$ cat src/rtl/eq2_vec_seq.sv
`default_nettype none
// ============================================================================
// Module   : eq2_vec_seq
// Purpose  : Drives all 16 (a,b) vectors into an eq2 comparator, waits a
//            programmable settle time, checks aeqb and counts mismatches.
//            Macro EQ2_SEQ_STOP_ON_ERR_EN ends the run at the first mismatch.
// Revision : 1.0 - initial release
// ============================================================================
module eq2_vec_seq #(
    parameter int SETTLE_CYCLES = 4
) (
    input  logic       clk,
    input  logic       reset,
    input  logic       start,
    output logic [1:0] a,
    output logic [1:0] b,
    input  logic       aeqb,
    output logic       busy,
    output logic       done_tick,
    output logic [3:0] vec_idx,
    output logic [4:0] err_cnt,
    output logic       pass
);

    localparam int               CNT_W        = 8;
    localparam logic [CNT_W-1:0] c_DWELL_LOAD = CNT_W'(SETTLE_CYCLES - 1);
    localparam logic [3:0]       c_LAST_VEC   = 4'd15;
    localparam logic [4:0]       c_ERR_MAX    = 5'd31;

    typedef enum logic [1:0] {
        S_IDLE   = 2'd0,
        S_SETTLE = 2'd1,
        S_CHECK  = 2'd2,
        S_DONE   = 2'd3
    } state_t;

    state_t           r_state;
    state_t           w_state_next;
    logic [3:0]       r_vec_idx;
    logic [3:0]       w_vec_idx_next;
    logic [4:0]       r_err_cnt;
    logic [4:0]       w_err_cnt_next;
    logic [CNT_W-1:0] r_dwell;
    logic [CNT_W-1:0] w_dwell_next;
    logic             r_pass;
    logic             w_pass_next;
    logic [1:0]       r_a;
    logic [1:0]       r_b;
    logic             r_busy;
    logic             r_done_tick;

    logic             w_mismatch;
    logic [4:0]       w_err_inc;
    logic             w_run_end;

    assign w_mismatch = (aeqb != (r_a == r_b));
    assign w_err_inc  = (r_err_cnt == c_ERR_MAX) ? r_err_cnt : r_err_cnt + 5'd1;

`ifdef EQ2_SEQ_STOP_ON_ERR_EN
    assign w_run_end = w_mismatch || (r_vec_idx == c_LAST_VEC);
`else
    assign w_run_end = (r_vec_idx == c_LAST_VEC);
`endif

    always_ff @(posedge clk or posedge reset) begin
        if (reset) begin
            r_state <= S_IDLE;
        end else begin
            r_state <= w_state_next;
        end
    end

    always_comb begin
        w_state_next   = r_state;
        w_vec_idx_next = r_vec_idx;
        w_err_cnt_next = r_err_cnt;
        w_dwell_next   = r_dwell;
        w_pass_next    = r_pass;

        case (r_state)
            S_IDLE: begin
                if (start) begin
                    w_vec_idx_next = 4'd0;
                    w_err_cnt_next = 5'd0;
                    w_pass_next    = 1'b0;
                    w_dwell_next   = c_DWELL_LOAD;
                    w_state_next   = S_SETTLE;
                end
            end
            S_SETTLE: begin
                if (r_dwell == '0) begin
                    w_state_next = S_CHECK;
                end else begin
                    w_dwell_next = r_dwell - 1'b1;
                end
            end
            S_CHECK: begin
                if (w_mismatch) begin
                    w_err_cnt_next = w_err_inc;
                end
                if (w_run_end) begin
                    // pass is captured with the final count so it is valid alongside done_tick
                    w_pass_next  = (w_err_cnt_next == 5'd0);
                    w_state_next = S_DONE;
                end else begin
                    w_vec_idx_next = r_vec_idx + 4'd1;
                    w_dwell_next   = c_DWELL_LOAD;
                    w_state_next   = S_SETTLE;
                end
            end
            S_DONE: begin
                w_state_next = S_IDLE;
            end
            default: begin
                w_state_next = S_IDLE;
            end
        endcase
    end

    // busy/done_tick are registered from the next state so they align with a/b
    always_ff @(posedge clk or posedge reset) begin
        if (reset) begin
            r_vec_idx   <= 4'd0;
            r_err_cnt   <= 5'd0;
            r_dwell     <= '0;
            r_pass      <= 1'b0;
            r_a         <= 2'd0;
            r_b         <= 2'd0;
            r_busy      <= 1'b0;
            r_done_tick <= 1'b0;
        end else begin
            r_vec_idx   <= w_vec_idx_next;
            r_err_cnt   <= w_err_cnt_next;
            r_dwell     <= w_dwell_next;
            r_pass      <= w_pass_next;
            r_a         <= w_vec_idx_next[3:2];
            r_b         <= w_vec_idx_next[1:0];
            r_busy      <= (w_state_next == S_SETTLE) || (w_state_next == S_CHECK);
            r_done_tick <= (w_state_next == S_DONE);
        end
    end

    assign a         = r_a;
    assign b         = r_b;
    assign busy      = r_busy;
    assign done_tick = r_done_tick;
    assign vec_idx   = r_vec_idx;
    assign err_cnt   = r_err_cnt;
    assign pass      = r_pass;

endmodule
`default_nettype wire

$ cat config.mk
export PLATFORM = sky130hd
export DESIGN_NAME = eq2_vec_seq
export DESIGN_NICKNAME = d
export VERILOG_FILES = /design/src/rtl/eq2_vec_seq.sv
export SDC_FILE = /design/constraint.sdc
export NUM_CORES = 1
export LEC_CHECK = 0
export CAP_MARGIN = 20
export CORE_AREA = 8 8 60 62
export CTS_BUF_LIST = sky130_fd_sc_hd__clkbuf_2 sky130_fd_sc_hd__clkbuf_4 sky130_fd_sc_hd__clkbuf_8
export CTS_CLUSTER_DIAMETER = 150
export DETAILED_ROUTE_END_ITERATION = 6
export DIE_AREA = 0 0 68 70
export GPL_TIMING_DRIVEN = 0
export HOLD_SLACK_MARGIN = 0.12
export PLACE_DENSITY = 0.76
export SETUP_SLACK_MARGIN = 0.15
export SYNTH_ARGS = -nofsm -noshare
export SYNTH_HDL_FRONTEND = slang
export SYNTH_SLANG_ARGS = --single-unit
$ cat constraint.sdc
create_clock -name clk -period 2.06 [get_ports clk]
set_input_delay 0.515 -clock clk [delete_from_list [all_inputs] [get_ports clk]]
set_output_delay 0.515 -clock clk [all_outputs]
set_load 0.02 [all_outputs]
=== Yosys cells after proc, flatten, opt, wreduce, memory -nomap -nowiden ===
Index checks and enable logic that the tools add are counted.

* Register bits after elaboration: 26
* Input bits: 4
* Output and inout bits: 16
* Word-level logic and storage cells: 54

* Add/sub/neg operators: 3
* Equal/unequal tests: 14
* Multiplexer cells: 19
* Reduce and logical (&&, ||, !) cells: 9

{| class="wikitable"
|+ Operators by type and width
! cell !! number
|-
| $mux 8 || 3
|-
| $pmux 8 s3 || 1
|-
| $mux 5 || 4
|-
| $pmux 5 s2 || 1
|-
| $eq 2x2->1 const B || 4
|-
| $logic_not 8->1 || 1
|-
| $mux 4 || 2
|-
| $ne 2x2->1 const B || 4
|-
| $pmux 2 s4 || 1
|-
| $pmux 4 s2 || 1
|-
| $sub 8x1->8 const B || 1
|-
| $mux 2 || 3
|-
| $add 5x1->5 const B || 1
|-
| $eq 5x5->1 const B || 1
|-
| $logic_not 5->1 || 1
|-
| $add 4x1->4 const B || 1
|-
| $eq 2x1->1 const B || 2
|-
| $eq 4x4->1 const B || 1
|-
| $reduce_and 4->1 || 1
|-
| $reduce_and 3->1 || 1
|-
| $reduce_bool 3->1 || 1
|-
| $eq 2x2->1 || 1
|-
| $logic_not 2->1 || 1
|-
| $mux 1 || 2
|-
| 5 further kinds || 5
|}

=== Depth between registers and ports, before layout ===
* Depth after elaboration: 7
* Gate-level depth with buffers: 7
* Depth with buffers taken out: 7

=== Least setup slack after synthesis ===
No wires, ideal clock.

* Path kind: reg-to-reg
* Start point: register r_dwell[3]
* End point: register r_dwell[0]
* Library setup time: 125 ps
* Arrival: 1780 ps
* Data required time: 1935 ps
* Setup slack: 155 ps
* Cell stages (with the launch flop): 5
* Path buffers: 0
* Period minus slack after synthesis: 1905 ps
* Cell sequence: dfrtp_1 > or3_4 > o41a_1 > or2_4 > mux2_4

* Word-level cells in the longest chain between the ends: 3

{| class="wikitable"
|+ Ends and longest elaborated chain
! item !! line !! source
|-
| from (decl) || 43 || <nowiki>logic [CNT_W-1:0] r_dwell;</nowiki>
|-
| from (signal assigned) || 134 || <nowiki>r_dwell <= w_dwell_next;</nowiki>
|-
| $logic_not 8->1 || 91 || <nowiki>if (r_dwell == '0) begin</nowiki>
|-
| $ne 2x2->1 (no line) || -- ||
|-
| $reduce_and 4->1 (no line) || -- ||
|}

Every way passes these cells.
A chain may end at the register's enable or synchronous reset.

=== Worst setup path in the final report ===
* Start point: register r_dwell[3]
* End point: register r_dwell[7]

* Word-level cells in the longest chain between the ends: 3
* Elaborated cells on any way between the ends: 6
* Classes of those cells: add/sub (1); eq/ne (1); mux (2); reduce/logical (2)

{| class="wikitable"
|+ Ends and longest elaborated chain
! item !! line
|-
| $sub 8x1->8 or $logic_not 8->1 (tied branches) || 94, 91
|-
| $mux 8 or $ne 2x2->1 (tied branches) || --
|-
| $pmux 8 s3 or $reduce_and 4->1 (tied branches) || --
|}

Parallel ways exist; a longest one is shown, timed or not. The select of a mux whose other input is x is not followed.

==> results.yml <==
setup_path:
  startpoint_type: "flip-flop"
  rr_worst_depth: 6
  cp.arrival_ns: 2.08
  crit_required_ns: 2.26
  crit_family: "compound AO/OA/AOI/OAI gates"
  slowest_stage: "o41a_1"
  cp_max_fo: 3
  r2r_start: "r_dwell[3]$_DFFE_PP0P_"
  crit_chain: "or3_4 > o41a_1 > buf_4 > o211ai_1 > xnor2_1 > nor2_1"
  r2r_setup_slack_ns: 0.18
  cp_slowest_stage_delay_ns: 0.42
  cp-end-kind: "flip-flop"
  regToRegEndpoint: "r_dwell[7]$_DFFE_PP0P_"
  path_buf_inv: 1
  worstSetupStartpoint: "r_dwell[3]$_DFFE_PP0P_"
  crit_type: "reg -> reg"
floorplan:
  die_y_um: 70
  io_pins: 20
  rows: 19
  fp.dieW_um: 68
  core_area_um2: 2663
  dieArea_um2: 4760
  start_util_pct: 48.50
drt:
  drc: 0
  drtAntennaViolNets: 0
  via_count: 1077
  drt-initial-drc-count: 78
  drt-total-wl_um: 2928
  drt-wirelength-per-cell_um: 14.94
  first_pass_iters: 4
  via_per_inst: 5.495
grt:
  grt_overflow: 0
  grt_max_degree: 23
  grt_pass1_vias: 1059
  track_usage_pct: 12.65
  antenna_found_initial: 0
  grt_pass1_wl_um: 4836
place:
  routabilityCongestion: 0.7734
  io_buffers: 19
  pre_cts_ws_ns: -0.4283
  dp_cells: 188
  dp.final_hpwl_um: 2239
  postPlaceCellArea_um2: 1520
finish:
  nets: 174
  stdcell_area_um2: 1627
  drive_gt1_share_pct: 18.18
  antenna_cells: 0
  synthToLayoutAreaGrowth_pct: 25.97
  final_cell_count_no_fill: 196
  fin_util_pct: 61.09
  layout_common_cells: "nor2_1 (18), dfrtp_1 (18), dlygate4sd2_1 (13)"
timing:
  tns_ns: 0
  max_freq_mhz: 530.9
  finClkSkew_ns: 0.002107
  drv_slew: 0
  period_share_pct: 91.44
  rsz0062_at_grt: "true"
  setup_slack_ns: 0.1764
  finalHoldViolations: 0
  finalCriticalPeriod_ns: 1.884
  setup-violations-final: 0
  slew_headroom_pct: 43.87
  holdWs_ns: 0.5735
  tightest_slew_ns: 0.8410
clock_tree:
  clk_path_buf_depth: 2
  ctsHtreeMaxLevel: 1
  hold_buffers: 0
  cts_made_buffers: 3
  cts_tree: "done"
  clk_latency_ns: 0.30
  clockRootBuffer: "clkbuf_4"
  path_clk_slew_ns: 0.12
  cts.sinks: 22
yosys:
  synthCells: 138
  synth_area_leaders: "dfrtp_1 (43%), nor2_1 (5.2%), a21oi_1 (3.9%)"
  synth_edf_count: 0
  yosys_most_used_dff: "dfrtp_1"
  synth_nets: 146
  yosysUniqueCellTypes: 36
  yosys_register_bits: 22
  seq_area_frac_synth_pct: 42.64
  synthArstFlopShare_pct: 100.0
  syn_area_per_cell_um2: 9.357
  yosys_warnings: 0
  syn_area_um2: 1291
  synth_top_area_cell: "dfrtp_1"
  netlist.area_leader.share_pct: 42.64
min_path:
  hp-start: "r_dwell[5]$_DFFE_PP0P_"
  holdCritPathClass: "reg -> reg"
  hold_end: "r_dwell[5]$_DFFE_PP0P_"
  hold_depth: 2
power:
  power.leakage_nw: 0.7794
  power.total_uw: 783.2
  peakVddDrop_mv: 0.3264
  p_per_area_nw_per_um2: 481.5
job:
  maxCapViolations: 0
status:
  status: "finished clean"
## how the worst max path moves through the flow
stage	to	depth (start not counted)
global placement	r_dwell[6]$_DFFE_PP0P_	7
floorplan	r_dwell[0]$_DFFE_PP0P_	4
detailed placement	r_dwell[6]$_DFFE_PP0P_	7
CTS	r_dwell[6]$_DFFE_PP0P_	7
finish	r_dwell[7]$_DFFE_PP0P_	6
global route	r_dwell[5]$_DFFE_PP0P_	6
## report_power, final
group | switching (mW) | total, mW | internal, mW
Clock | 0.130 | 0.326 | 0.196
Sequential | 0 | 0.432 | 0.432
Combinational | 0.0159 | 0.0252 | 0.00931
## cell families (layout without fill, tap and decap cells)
logic type | after synthesis | count (layout) | synth area share [%]
AND/OR/NAND/NOR | 51 | 51 | 19.96
AO/OA/AOI/OAI | 33 | 33 | 17.54
flip-flops | 22 | 22 | 42.64
buffers and inverters | 14 | 41 | 5.233
XOR/XNOR | 8 | 8 | 5.426
multiplexers | 6 | 6 | 5.329
adder cells (fa/ha/maj) | 4 | 4 | 3.876
## what timing repair did
| action | CTS | global route |
|---|---|---|
| endpoints found under the setup margin | 20 | 10 |
| setup buffers | 2 | 2 |
| pin swaps | 1 | 3 |
| gates resized for setup | 20 | 10 |
## synthesized netlist by cell type, types with 3 or more instances
| cell | number |
|---|---|
| a21oi_1 | 10 |
| a22o_1 | 5 |
| buf_4 | 4 |
| clkbuf_1 | 3 |
| dfrtp_1 | 22 |
| ha_1 | 4 |
| inv_1 | 7 |
| mux2_2 | 3 |
| nand2_1 | 8 |
| nand2b_1 | 4 |
| nand3_1 | 4 |
| nor2_1 | 18 |
| nor2b_1 | 6 |
| o211ai_1 | 3 |
| o21ai_0 | 5 |
| xnor2_1 | 4 |
| xor2_1 | 4 |
## worst register-to-register path: cells and delay by family, from the launching register on
family / cells / cell delay, ns
AND/OR/NAND/NOR: 2 / 0.45
AO/OA/AOI/OAI: 2 / 0.60
buffers and inverters: 1 / 0.16
flip-flops: 1 / 0.40
XOR/XNOR: 1 / 0.16
## area by class of cell
cell class	instances	area (um2)
timing repair buffer	23	203.9
multi-input combinational	102	704.4
buffer	7	45.04
tap	31	38.79
sequential	22	555.5
fill	243	1036
clock buffer	3	22.52
clock inverter	1	30.03
inverter	7	26.28
## routing by layer
layer  routed length, um  share of wire (%)  global-route usage, %  vias up
met3                 105                3.6                  2.871        2
li1                    -                  -                      -      534
met4                  20               0.68                  4.100        0
met5                   0                  0                      0        -
met2                1551                 53                  21.82       11
met1                1251                 43                  14.64      530
(Power assumes the default switching activity.)
